--- config.mk ---
export PLATFORM = sky130hd
export DESIGN_NAME = imem_responder
export DESIGN_NICKNAME = d
export VERILOG_FILES = /design/src/rtl/imem_pkg.sv /design/src/rtl/imem_array.sv /design/src/rtl/imem_responder.sv
export SDC_FILE = /design/constraint.sdc
export NUM_CORES = 1
export LEC_CHECK = 0
export BUFFER_PORTS_ARGS = -buffer_cell sky130_fd_sc_hd__buf_4
export CAP_MARGIN = 20
export CORE_UTILIZATION = 45
export CTS_BUF_LIST = sky130_fd_sc_hd__clkbuf_4
export CTS_CLUSTER_DIAMETER = 50
export DETAILED_ROUTE_END_ITERATION = 7
export GPL_ROUTABILITY_DRIVEN = 1
export SLEW_MARGIN = 20
export SYNTH_ARGS = -nofsm -noshare
export SYNTH_HDL_FRONTEND = slang
export SYNTH_SLANG_ARGS = --single-unit
--- constraint.sdc ---
create_clock -name clk -period 1.8 [get_ports clk]
set_input_delay 0.18 -clock clk [delete_from_list [all_inputs] [get_ports clk]]
set_output_delay 0.18 -clock clk [all_outputs]
set_load 0.02 [all_outputs]
--- src/rtl/imem_pkg.sv ---
//------------------------------------------------------------------------------
// Module   : imem_pkg
// Purpose  : Shared types and constants for the instruction-fetch responder.
// Revision : 1.0 - initial release
//------------------------------------------------------------------------------
`default_nettype none

package imem_pkg;

    typedef enum logic [1:0] {
        IDLE = 2'd0,
        WAIT = 2'd1,
        RESP = 2'd2
    } state_t;

    localparam logic [31:0] NOP_INSTR  = 32'h0000_0000;
    localparam int          WAIT_CNT_W = 4;

endpackage : imem_pkg

`default_nettype wire

--- src/rtl/imem_array.sv ---
//------------------------------------------------------------------------------
// Module   : imem_array
// Purpose  : CODE_DEPTH x 32 instruction store, synchronous write / async read.
// Revision : 1.0 - initial release
//------------------------------------------------------------------------------
`default_nettype none

module imem_array
    import imem_pkg::*;
#(
    parameter int CODE_DIR_WIDTH = 4,
    parameter int CODE_DEPTH     = 16
) (
    input  logic                      clk,
    input  logic                      wr_en,
    input  logic [CODE_DIR_WIDTH-1:0] wr_addr,
    input  logic [31:0]               wr_data,
    input  logic [CODE_DIR_WIDTH-1:0] rd_addr,
    output logic [31:0]               rd_data
);

    logic [31:0] r_mem [CODE_DEPTH];
    logic        w_wr_ok;
    logic        w_rd_ok;

    // Indices past the populated depth are never written and read back as NOP.
    assign w_wr_ok = ({1'b0, wr_addr} < (CODE_DIR_WIDTH+1)'(CODE_DEPTH));
    assign w_rd_ok = ({1'b0, rd_addr} < (CODE_DIR_WIDTH+1)'(CODE_DEPTH));

    always_ff @(posedge clk) begin
        if (wr_en && w_wr_ok) begin
            r_mem[wr_addr] <= wr_data;
        end
    end

    assign rd_data = w_rd_ok ? r_mem[rd_addr] : NOP_INSTR;

endmodule : imem_array

`default_nettype wire

--- src/rtl/imem_responder.sv ---
//------------------------------------------------------------------------------
// Module   : imem_responder
// Purpose  : Instruction-fetch responder: one outstanding request, returns the
//            addressed word after WAIT_STATES cycles. Optional fetch-fault
//            reporting is enabled with the IMEM_ALIGN_CHECK_EN macro.
// Revision : 1.0 - initial release
//------------------------------------------------------------------------------
`default_nettype none

module imem_responder
    import imem_pkg::*;
#(
    parameter int PC_WIDTH       = 6,
    parameter int CODE_DIR_WIDTH = 4,
    parameter int CODE_DEPTH     = 16,
    parameter int WAIT_STATES    = 2
) (
    input  logic                      clk,
    input  logic                      rst,
    input  logic                      req_valid,
    output logic                      req_ready,
    input  logic [PC_WIDTH-1:0]       req_addr,
    output logic                      rsp_valid,
    input  logic                      rsp_ready,
    output logic [31:0]               rsp_instr,
    output logic [PC_WIDTH-1:0]       rsp_addr,
    input  logic                      load_en,
    input  logic [CODE_DIR_WIDTH-1:0] load_addr,
    input  logic [31:0]               load_data,
`ifdef IMEM_ALIGN_CHECK_EN
    output logic                      rsp_err,
`endif
    output logic                      busy
);

    localparam logic [WAIT_CNT_W-1:0] c_WAIT_INIT =
        (WAIT_STATES > 0) ? WAIT_CNT_W'(WAIT_STATES - 1) : '0;

    state_t                    r_state;
    logic [WAIT_CNT_W-1:0]     r_wait_cnt;
    logic                      r_rsp_valid;
    logic [31:0]               r_rsp_instr;
    logic [PC_WIDTH-1:0]       r_rsp_addr;

    logic [CODE_DIR_WIDTH-1:0] w_word_idx;
    logic [31:0]               w_rd_data;
    logic                      w_hi_set;
    logic                      w_in_range;
    logic                      w_accept;
    logic [31:0]               w_fetch_word;

    assign w_word_idx = req_addr[CODE_DIR_WIDTH+1:2];

    imem_array #(
        .CODE_DIR_WIDTH (CODE_DIR_WIDTH),
        .CODE_DEPTH     (CODE_DEPTH)
    ) u_imem_array (
        .clk     (clk),
        .wr_en   (load_en),
        .wr_addr (load_addr),
        .wr_data (load_data),
        .rd_addr (w_word_idx),
        .rd_data (w_rd_data)
    );

    // PC bits above the store's word index make the fetch out of range.
    generate
        if (PC_WIDTH > CODE_DIR_WIDTH + 2) begin : g_hi_bits
            assign w_hi_set = |req_addr[PC_WIDTH-1:CODE_DIR_WIDTH+2];
        end else begin : g_no_hi_bits
            assign w_hi_set = 1'b0;
        end
    endgenerate

    assign w_in_range = !w_hi_set &&
                        ({1'b0, w_word_idx} < (CODE_DIR_WIDTH+1)'(CODE_DEPTH));

    assign req_ready = !load_en &&
                       ((r_state == IDLE) || ((r_state == RESP) && rsp_ready));
    assign w_accept  = req_valid && req_ready;

`ifdef IMEM_ALIGN_CHECK_EN
    logic w_fetch_err;
    logic r_rsp_err;

    assign w_fetch_err  = (req_addr[1:0] != 2'b00) || !w_in_range;
    assign w_fetch_word = w_fetch_err ? NOP_INSTR : w_rd_data;

    always_ff @(posedge clk or negedge rst) begin
        if (!rst) begin
            r_rsp_err <= 1'b0;
        end else if (w_accept) begin
            r_rsp_err <= w_fetch_err;
        end
    end

    assign rsp_err = r_rsp_err;
`else
    assign w_fetch_word = w_in_range ? w_rd_data : NOP_INSTR;
`endif

    // Word and address are captured at accept so later loads cannot disturb them.
    always_ff @(posedge clk or negedge rst) begin
        if (!rst) begin
            r_state     <= IDLE;
            r_wait_cnt  <= '0;
            r_rsp_valid <= 1'b0;
            r_rsp_instr <= NOP_INSTR;
            r_rsp_addr  <= '0;
        end else if (w_accept) begin
            r_rsp_instr <= w_fetch_word;
            r_rsp_addr  <= req_addr;
            if (WAIT_STATES == 0) begin
                r_state     <= RESP;
                r_rsp_valid <= 1'b1;
            end else begin
                r_state     <= WAIT;
                r_wait_cnt  <= c_WAIT_INIT;
                r_rsp_valid <= 1'b0;
            end
        end else begin
            case (r_state)
                WAIT: begin
                    if (r_wait_cnt == '0) begin
                        r_state     <= RESP;
                        r_rsp_valid <= 1'b1;
                    end else begin
                        r_wait_cnt <= r_wait_cnt - 1'b1;
                    end
                end
                RESP: begin
                    if (rsp_ready) begin
                        r_state     <= IDLE;
                        r_rsp_valid <= 1'b0;
                    end
                end
                default: begin
                    r_state <= r_state;
                end
            endcase
        end
    end

    assign rsp_valid = r_rsp_valid;
    assign rsp_instr = r_rsp_instr;
    assign rsp_addr  = r_rsp_addr;
    assign busy      = (r_state != IDLE);

endmodule : imem_responder

`default_nettype wire

After elaboration in Yosys (flattened, before gate mapping)
Memory sizes are Yosys's and may differ from the RTL's. A register that Yosys moved wholly into a read port is not among the register bits.
Index checks and enable logic that the tools add are counted.
{"block": "totals", "inputBits": 47, "romBits": 0, "mem_bits_rw": 512, "elab_cells": 37, "n_memories": 1, "out_inout_bits": 41, "latchBits": 0, "regBits": 13}
{"name": "u_imem_array.r_mem", "words": 16, "width": 32, "read_ports": 1, "rd_clocked_by_memory_dff": 1, "write_ports": 1, "line_no": "imem_array.sv:22", "text": "logic [31:0] r_mem [CODE_DEPTH];"}
{"block": "classes", "shift": 0, "n_lt_le_gt_ge": 0, "n_div": 0, "reduce_logical": 13, "n_mul": 0, "n_addsub": 1, "bitwise_logic": 0, "n_mux": 13, "n_eq_ne": 5}
{"op": "$mux 4", "count": 3}
{"op": "$mux 2", "count": 3}
{"op": "$ne 3x3->1 const B", "count": 2}
{"op": "$mux 1", "count": 5}
{"op": "$logic_not 4->1", "count": 1}
{"op": "$pmux 2 s2", "count": 1}
{"op": "$reduce_bool 2->1", "count": 2}
{"op": "$sub 4x1->4 const B", "count": 1}
{"op": "$logic_and 1x1->1", "count": 3}
{"op": "$reduce_and 3->1", "count": 1}
{"op": "$reduce_bool 3->1", "count": 1}
{"op": "$eq 2x1->1 const B", "count": 1}
{"op": "$eq 2x2->1 const B", "count": 1}
{"op": "$logic_not 1->1", "count": 2}
{"op": "$logic_not 2->1", "count": 1}
{"op": "$ne 2x2->1 const B", "count": 1}
{"op": "$pmux 1 s2", "count": 1}
{"op": "$reduce_and 2->1", "count": 1}
{"op": "$logic_or 1x1->1", "count": 1}

Logic depth before layout (Yosys ltp)
Gate-level depths: netlist (run 1).
{"block": "logic_depth", "word_depth": 7, "mapped_depth": 8, "depth_no_buf": 6}

Cells and area by module
From an unflattened synthesis (run 1), not the netlist that was laid out.
{"block": "hier_totals", "cells_unflattened": 924, "area_unflattened_um2": 21156.5}
{"module": "imem_array", "seq_area_each_um2": 15374.7, "area_each_um2": 19213.4, "n_inst": 1, "cells_per_inst": 806}
{"module": "imem_responder", "seq_area_each_um2": 1101.1, "area_each_um2": 1943.1, "n_inst": 1, "cells_per_inst": 118}

Worst setup path after synthesis (run 1)
No wires, ideal clock.
{"block": "synth_path", "path_kind": "input to register", "startpoint": "input port load_addr[3]", "endpoint": "memory u_imem_array.r_mem[0][0] (enable)", "stages": 2, "t_required_ns": 1.339, "slack_ns": -1.560, "path_buffers": 0, "arrival_time_ns": 2.898, "setup_time_ns": 0.461, "path_cell_list": "or3b_2 > nor3_1"}
{"item": "from (decl)", "line_no": "imem_responder.sv:28", "text": "input logic [CODE_DIR_WIDTH-1:0] load_addr,"}
{"item": "to (decl)", "line_no": "imem_array.sv:22"}
Straight into the memory's write port.

Final worst setup path (run 1)
{"block": "layout_path", "startpoint": "register r_state[0]", "endpoint": "output port req_ready"}
{"block": "layout_via", "elab_chain_len": 4, "elab_cells_between_ends": 5, "cone_classes": "eq/ne (1); reduce/logical (4)"}
{"item": "from (decl)", "line_no": "imem_responder.sv:39", "text": "state_t r_state;"}
{"item": "from (signal assigned)", "line_no": "imem_responder.sv:138", "text": "r_state <= r_state;"}
{"item": "$eq 2x2->1", "line_no": "imem_responder.sv:79", "text": "((r_state == IDLE) || ((r_state == RESP) && rsp_ready));"}
{"item": "$logic_and 1x1->1", "line_no": "imem_responder.sv:79"}
{"item": "$logic_or 1x1->1 *", "line_no": "imem_responder.sv:79"}
{"item": "$logic_and 1x1->1 *", "line_no": "imem_responder.sv:78", "text": "assign req_ready = !load_en &&"}
{"item": "to (decl)", "line_no": "imem_responder.sv:21", "text": "output logic req_ready,"}
Mark *: on every way between the ends. The rest lies on a longest branch, timed or not.

==> results of run 1 <==
-- layout by cell type, fill, tap and decap left out, types with 4 or more instances in the layout --
| cell type | netlist | layout |
|---|---|---|
| sky130_fd_sc_hd__buf_12 | 4 | 32 |
| sky130_fd_sc_hd__mux4_2 | 111 | 111 |
| sky130_fd_sc_hd__mux4_1 | 17 | 17 |
| sky130_fd_sc_hd__buf_4 | 5 | 124 |
| sky130_fd_sc_hd__o211ai_1 | 9 | 9 |
| sky130_fd_sc_hd__nor2_4 | 0 | 13 |
| sky130_fd_sc_hd__nand2_1 | 30 | 29 |
| sky130_fd_sc_hd__dfrtp_2 | 0 | 5 |
| sky130_fd_sc_hd__a22oi_1 | 9 | 9 |
| sky130_fd_sc_hd__clkinv_2 | 0 | 6 |
| sky130_fd_sc_hd__clkinv_1 | 0 | 24 |
| sky130_fd_sc_hd__inv_2 | 0 | 7 |
| sky130_fd_sc_hd__dfrtp_1 | 44 | 39 |
| sky130_fd_sc_hd__a21oi_1 | 23 | 23 |
| sky130_fd_sc_hd__nor3_4 | 0 | 4 |
| sky130_fd_sc_hd__mux2i_1 | 11 | 11 |
| sky130_fd_sc_hd__edfxtp_1 | 512 | 512 |
| sky130_fd_sc_hd__bufinv_16 | 0 | 4 |
| sky130_fd_sc_hd__dlygate4sd3_1 | 0 | 52 |
| sky130_fd_sc_hd__buf_6 | 11 | 8 |
| sky130_fd_sc_hd__o22ai_1 | 46 | 46 |
| sky130_fd_sc_hd__clkbuf_4 | 1 | 215 |
| sky130_fd_sc_hd__nor2_1 | 19 | 6 |
| sky130_fd_sc_hd__nand2b_1 | 4 | 4 |
| sky130_fd_sc_hd__mux2_2 | 23 | 23 |
-- timing repair --
action,in CTS,in global routing
pin swaps,1,0
cloned,0,0
hold buffers,54,0
setup buffers,7,1
hold endpoints to repair,875,0
endpoints found under the setup margin,9,10
gates resized for setup,17,1
-- how the worst min path moves through the flow --
stage / startpoint / end / slack, ns / depth (start not counted)
after detailed placement: rst / rsp_addr[0]$_DFFE_PN0P_ / 0.12 / 1
after global routing: load_data[27] / u_imem_array.r_mem[10][27]$_DFFE_PP_ / 0.05 / 2
final: load_data[14] / u_imem_array.r_mem[13][14]$_DFFE_PP_ / 0.11 / 2
after CTS: load_data[26] / u_imem_array.r_mem[8][26]$_DFFE_PP_ / 0.007 / 2
after global placement: rst / r_wait_cnt[3]$_DFFE_PN0P_ / 0.12 / 1
after floorplan: rst / r_state[0]$_DFFE_PN0P_ / -0.12 / 0
-- cells by family after synthesis --
logic type               count (synthesis)
multiplexers                           162
flip-flops                             556
AO/OA/AOI/OAI                           88
buffers and inverters                   49
XOR/XNOR                                 2
adder cells (fa/ha/maj)                  2
AND/OR/NAND/NOR                         76
-- where the power goes --
part           total [mW]  internal [mW]  switching, mW
Combinational        3.73           1.75           1.98
Clock                11.0           6.04           5.00
Sequential           15.3           14.8          0.455
Total                30.1           22.6           7.44
-- routing by layer --
metal,global-route usage,vias up,part of all wire
met2,0.322,325,0.49
li1,-,4702,-
met4,0.0815,2,0.019
met1,0.281,5695,0.44
met5,0,-,0.00017
met3,0.0509,73,0.051
-- worst register-to-register path, delay by kind of cell, from the launching register on --
kind / cells / cell delay (ns)
multiplexers: 1 / 0.21
AND/OR/NAND/NOR: 3 / 0.78
buffers and inverters: 1 / 0.09
adder cells (fa/ha/maj): 1 / 0.15
flip-flops: 1 / 0.42
-- registers in the layout, summed over array words and instances, names as in the netlist --
name,cells
u_imem_array.r_mem,512
rsp_instr,32
rsp_addr,6
r_wait_cnt,4
r_state,2
-- per-stage QoR --
step	hold slack [ns]	total power, mW
after global routing	0.0482	31.4
after CTS	0.00691	30.5
after global placement	0.118	19.0
after floorplan	-0.116	17.4
final	0.107	30.1
after detailed placement	0.125	19.1
-- cell type report --
class,instances,area [um^2]
fillers,3656,20700
flip-flops and latches,556,16500
clock inverters,42,275
multi-input cells,330,4450
diodes,3,7.51
repair buffers,216,2180
well taps,607,759
inverters,2,7.51
clock buffers,215,1610
==> metrics.csv, run 1 <==
metric,value,unit
area of the core region,46500,um^2
routed via count,10800,
Main synth FF type,sky130_fd_sc_hd__edfxtp_1,
layout overhead on the synthesized area,22.0,%
number of antenna-violating nets in the routed design,0,
DRC violation count after routing,0,
starting density of the core,0.455,
Syn. warnings,0,
worst reg2reg setup slack,0.09,ns
wire length of the first global-routing pass,70500,um
multiplexer share of the synthesized area,0.157,
leakage,8.81,nW
Pre-Repair DR Iteration Count,5,
FP Rows,79,
worst clock skew,0.0313,ns
cells along the critical path,"or2_4, nor2_4, buf_6",
ratio of final minimum period to clock period,1.10,
dominant combinational cell family by area after synthesis,multiplexers,
wire length after detailed routing,46900,um
async set or reset register ratio after synthesis,0.0791,
detailed-placement wirelength estimate,26500,um
xor/xnor share of the synthesized area,0.000829,
PwrDens,1170,nW/um^2
Routed WL per cell,23.8,um
H-tree levels,4,
"basic-gate share of the synthesized area counting and, or, nand and nor cells",0.0185,
library cell with the largest summed area after synthesis,sky130_fd_sc_hd__edfxtp_1,
clock tree from TritonCTS,yes,
area of the mapped netlist,21100,um^2
final count of pins violating max slew,0,
Die Height,219,um
number of flip-flops and latches in the synthesized netlist,556,
I/O pin total,88,
worst flop-to-flop path startpoint,r_wait_cnt[0]$_DFFE_PN0P_,
synth cell count leaders,"512 x sky130_fd_sc_hd__edfxtp_1, 111 x sky130_fd_sc_hd__mux4_2, 46 x sky130_fd_sc_hd__o22ai_1",
slowest library cell on the worst path,sky130_fd_sc_hd__dfrtp_2,
critical path type,register to output pin,
filler-free cell count of the finished design,1971,
average instance area after synthesis,22.6,um^2
number of buffers added by the clock tree synthesis step,144,
violations in the final reports,negative setup slack,
unrepaired setup endpoints after global routing,yes,
fraction of the core area covered by cells at the end of the flow,0.555,
violation count after the first detailed-route iteration,846,
final hold violations,0,
timing endpoint of the critical path,req_ready,
buffers and inverters on the worst path,1,
Max-cap violations,0,
endpoint kind of the worst setup timing path,output pin,
routed via count divided by cell count,5.48,
Synth area leaders,"sky130_fd_sc_hd__edfxtp_1 73%, sky130_fd_sc_hd__mux4_2 12%, sky130_fd_sc_hd__dfrtp_1 5.2%",
Root Driver,sky130_fd_sc_hd__clkbuf_4,
synthesized netlist net count,984,
share of Yosys cell area claimed by the top area cell type,0.728,
# placed instances,1650,
antenna violations before repair,3,
maximum root-to-sink buffer count,3,
clock sink count,556,
design area,25800,um^2
maximum number of pins on one net before global-route repair,32,
dpl cell area,23200,um^2
final setup vio count,2,
area enclosed by the die boundary,47800,um^2
clock transition time at the flip-flop clock pins of the worst setup and hold paths,0.07,ns
CP Data Arrival Time,1.80,ns
number of cells on the critical path,3,
count of input and output buffers,87,
GRT Util Overall,0.207,
relative max-transition margin,0.628,
required arrival time at the worst endpoint,1.62,ns
transition at the pin with the smallest max-transition slack,0.557,ns
Sum Neg Setup Slack,-0.317,ns
first element of the critical path,r_state[0]$_DFFE_PN0P_,
maximum frequency from static timing analysis,506,MHz
fraction of layout cells with a size suffix above 1,0.414,
post-synthesis instance total,935,
area share of fa/ha/maj cells after synthesis,0.00118,
highest fanout seen on the critical path,3,
via count of the first global-routing pass,11400,
number of flops mapped to enable cells by yosys,512,
RD Place Congestion,0.692,
highest cell delay on the worst timing path,0.42,ns
peak ir drop on the vdd network,754,uV
fin crit period,1.98,ns
kind of launch point of the worst setup path,register,
"Seq/Total Area, Yosys",0.780,
number of nets in the layout,1299,
worst hold-check path type,input port to register,
total congestion overflow after global routing,0,
most frequently used cell type in the post-synthesis netlist,sky130_fd_sc_hd__edfxtp_1,
compound-gate portion of the synthesized area,0.0257,
die span in x,219,um
"CP delay by family, top",flip-flops,
pre-CTS setup slack,0.0175,ns
number of library cell types mapped by synthesis,36,
worst flop-to-flop path endpoint,r_wait_cnt[0]$_DFFE_PN0P_,
Final WS setup,-0.176,ns
cell depth of the worst flop-to-flop path,6,
Skew-Pair Late Insertion Delay,0.92,ns
run status,"complete, but fails checks",
No activity file was read; power rests on OpenSTA's default activity.
==> inputs of run 2 (changes only) <==
--- a/config.mk
+++ b/config.mk
@@ -12,7 +12,7 @@
 export CTS_CLUSTER_DIAMETER = 50
 export DETAILED_ROUTE_END_ITERATION = 7
 export GPL_ROUTABILITY_DRIVEN = 1
-export SLEW_MARGIN = 20
+export RECOVER_POWER = 50
 export SYNTH_ARGS = -nofsm -noshare
 export SYNTH_HDL_FRONTEND = slang
 export SYNTH_SLANG_ARGS = --single-unit
==> metrics.csv, run 2 (synthesis results as in run 1) <==
metric,value,unit
wire length after detailed routing,47000,um
# placed instances,1650,
clock transition time at the flip-flop clock pins of the worst setup and hold paths,0.06,ns
Final Power,30.0,mW
final hold violations,0,
Max-cap violations,0,
required arrival time at the worst endpoint,1.62,ns
I/O pin total,88,
CP Data Arrival Time,1.81,ns
startpoint of the lowest-slack hold path,req_valid,
routed via count,10800,
antenna violations before repair,3,
worst-case hold path end point,r_state[0]$_DFFE_PN0P_,
number of antenna-violating nets in the routed design,0,
GRT Util Overall,0.207,
number of buffers added by the clock tree synthesis step,144,
area of the core region,46500,um^2
Die Height,219,um
Hold Crit Depth,4,
worst hold-check path type,input port to register,
clock tree from TritonCTS,yes,
FP Rows,79,
RD Place Congestion,0.692,
most frequent cells in the layout,"512 x sky130_fd_sc_hd__edfxtp_1, 215 x sky130_fd_sc_hd__clkbuf_4, 111 x sky130_fd_sc_hd__mux4_2, 89 x sky130_fd_sc_hd__buf_4, 52 x sky130_fd_sc_hd__dlygate4sd3_1",
filler-free cell count of the finished design,1972,
ratio of final minimum period to clock period,1.10,
peak ir drop on the vdd network,753,uV
Skew-Pair Late Insertion Delay,0.93,ns
highest fanout seen on the critical path,3,
design area,25600,um^2
maximum root-to-sink buffer count,3,
"commonest non-fill, non-tap cell in the layout",sky130_fd_sc_hd__edfxtp_1,
worst reg2reg setup slack,0.09,ns
relative max-transition margin,0.144,
final count of pins violating max slew,0,
violations in the final reports,negative setup slack,
area enclosed by the die boundary,47800,um^2
critical path type,register to output pin,
total area of multi-input combinational cells,4440,um^2
layout overhead on the synthesized area,21.2,%
Routed WL per cell,23.9,um
fraction of layout cells with a size suffix above 1,0.386,
Sum Neg Setup Slack,-0.335,ns
flip-flop count of the largest register after layout,512,
worst clock skew,0.0372,ns
dpl cell area,23200,um^2
maximum number of pins on one net before global-route repair,32,
cell depth of the worst flop-to-flop path,6,
count of input and output buffers,87,
H-tree levels,4,
die span in x,219,um
routed via count divided by cell count,5.47,
worst flop-to-flop path startpoint,r_wait_cnt[0]$_DFFE_PN0P_,
violation count after the first detailed-route iteration,888,
Pre-Repair DR Iteration Count,5,
run status,"complete, but fails checks",
wire length of the first global-routing pass,70500,um
unrepaired setup endpoints after global routing,yes,
most flop-heavy register,u_imem_array.r_mem,
final setup vio count,2,
total congestion overflow after global routing,0,
clock sink count,556,
kind of launch point of the worst setup path,register,
first element of the critical path,r_state[0]$_DFFE_PN0P_,
Fillers,3684,
starting density of the core,0.455,
Root Driver,sky130_fd_sc_hd__clkbuf_4,
DRC violation count after routing,0,
number of nets in the layout,1299,
transition at the pin with the smallest max-transition slack,1.28,ns
worst flop-to-flop path endpoint,r_wait_cnt[0]$_DFFE_PN0P_,
Reg area,16500,um^2
detailed-placement wirelength estimate,26500,um
PwrDens,1170,nW/um^2
via count of the first global-routing pass,11400,
Final WS setup,-0.186,ns
fin crit period,1.99,ns
endpoint kind of the worst setup timing path,output pin,
maximum frequency from static timing analysis,504,MHz
leakage,8.69,nW
==> run 2: how the worst max path moves through the flow <==
stage,slack [ns],endpoint,cells after the start
2_1_floorplan,-0.41,u_imem_array.r_mem[5][0]$_DFFE_PP_,2
3_3_place_gp,0.04,rsp_instr[11]$_DFFE_PN0P_,6
3_5_place_dp,0.02,rsp_instr[16]$_DFFE_PN0P_,6
4_1_cts,-0.24,req_ready,3
5_1_grt,-0.25,req_ready,3
6_report,-0.19,req_ready,3
==> run 2: final cells by class <==
| cell class | count | share of cell area |
|---|---|---|
| clock inverter | 42 | 0.0107 |
| clock buffer | 215 | 0.0630 |
| tap | 607 | 0.0297 |
| antenna | 4 | 0.000391 |
| inverter | 2 | 0.000293 |
| timing repair buffer | 216 | 0.0792 |
| multi-input combinational | 330 | 0.173 |
| sequential | 556 | 0.643 |
==> run 2: repair_timing <==
action | CTS | global route
setup buffers | 7 | 1
hold buffers | 54 | 0
resized for setup | 17 | 1
pin swaps | 1 | 0
hold endpoints to repair | 875 | 0
endpoints found under the setup margin | 9 | 10
==> run 2: stage by stage <==
step	hold WS, ns	utilization	setup WS (ns)
after detailed placement	0.125	0.500	0.0175
final	0.273	0.551	-0.186
after global placement	0.118	0.500	0.0397
after floorplan	-0.116	-	-0.406
after global routing	0.276	0.551	-0.253
after CTS	0.00691	0.555	-0.243
==> run 2: power breakdown <==
part | internal, mW | total, mW | switching [mW]
Sequential | 14.8 | 15.3 | 0.456
Combinational | 1.71 | 3.69 | 1.98
Clock | 6.04 | 11.1 | 5.01
Total | 22.6 | 30.0 | 7.45
==> run 2: worst max-delay path, cell delays in order (launching register included) <==
cell	delay, ns
sky130_fd_sc_hd__dfrtp_2	0.42
sky130_fd_sc_hd__or2_4	0.25
sky130_fd_sc_hd__nor2_4	0.10
sky130_fd_sc_hd__buf_6	0.12
==> run 2: layer usage <==
| layer | share of wire | vias up | global-route usage |
|---|---|---|---|
| met2 | 0.49 | 322 | 0.322 |
| met4 | 0.019 | 2 | 0.0815 |
| met5 | 0.00017 | - | 0 |
| met1 | 0.44 | 5679 | 0.281 |
| met3 | 0.051 | 80 | 0.0509 |
| li1 | - | 4700 | - |
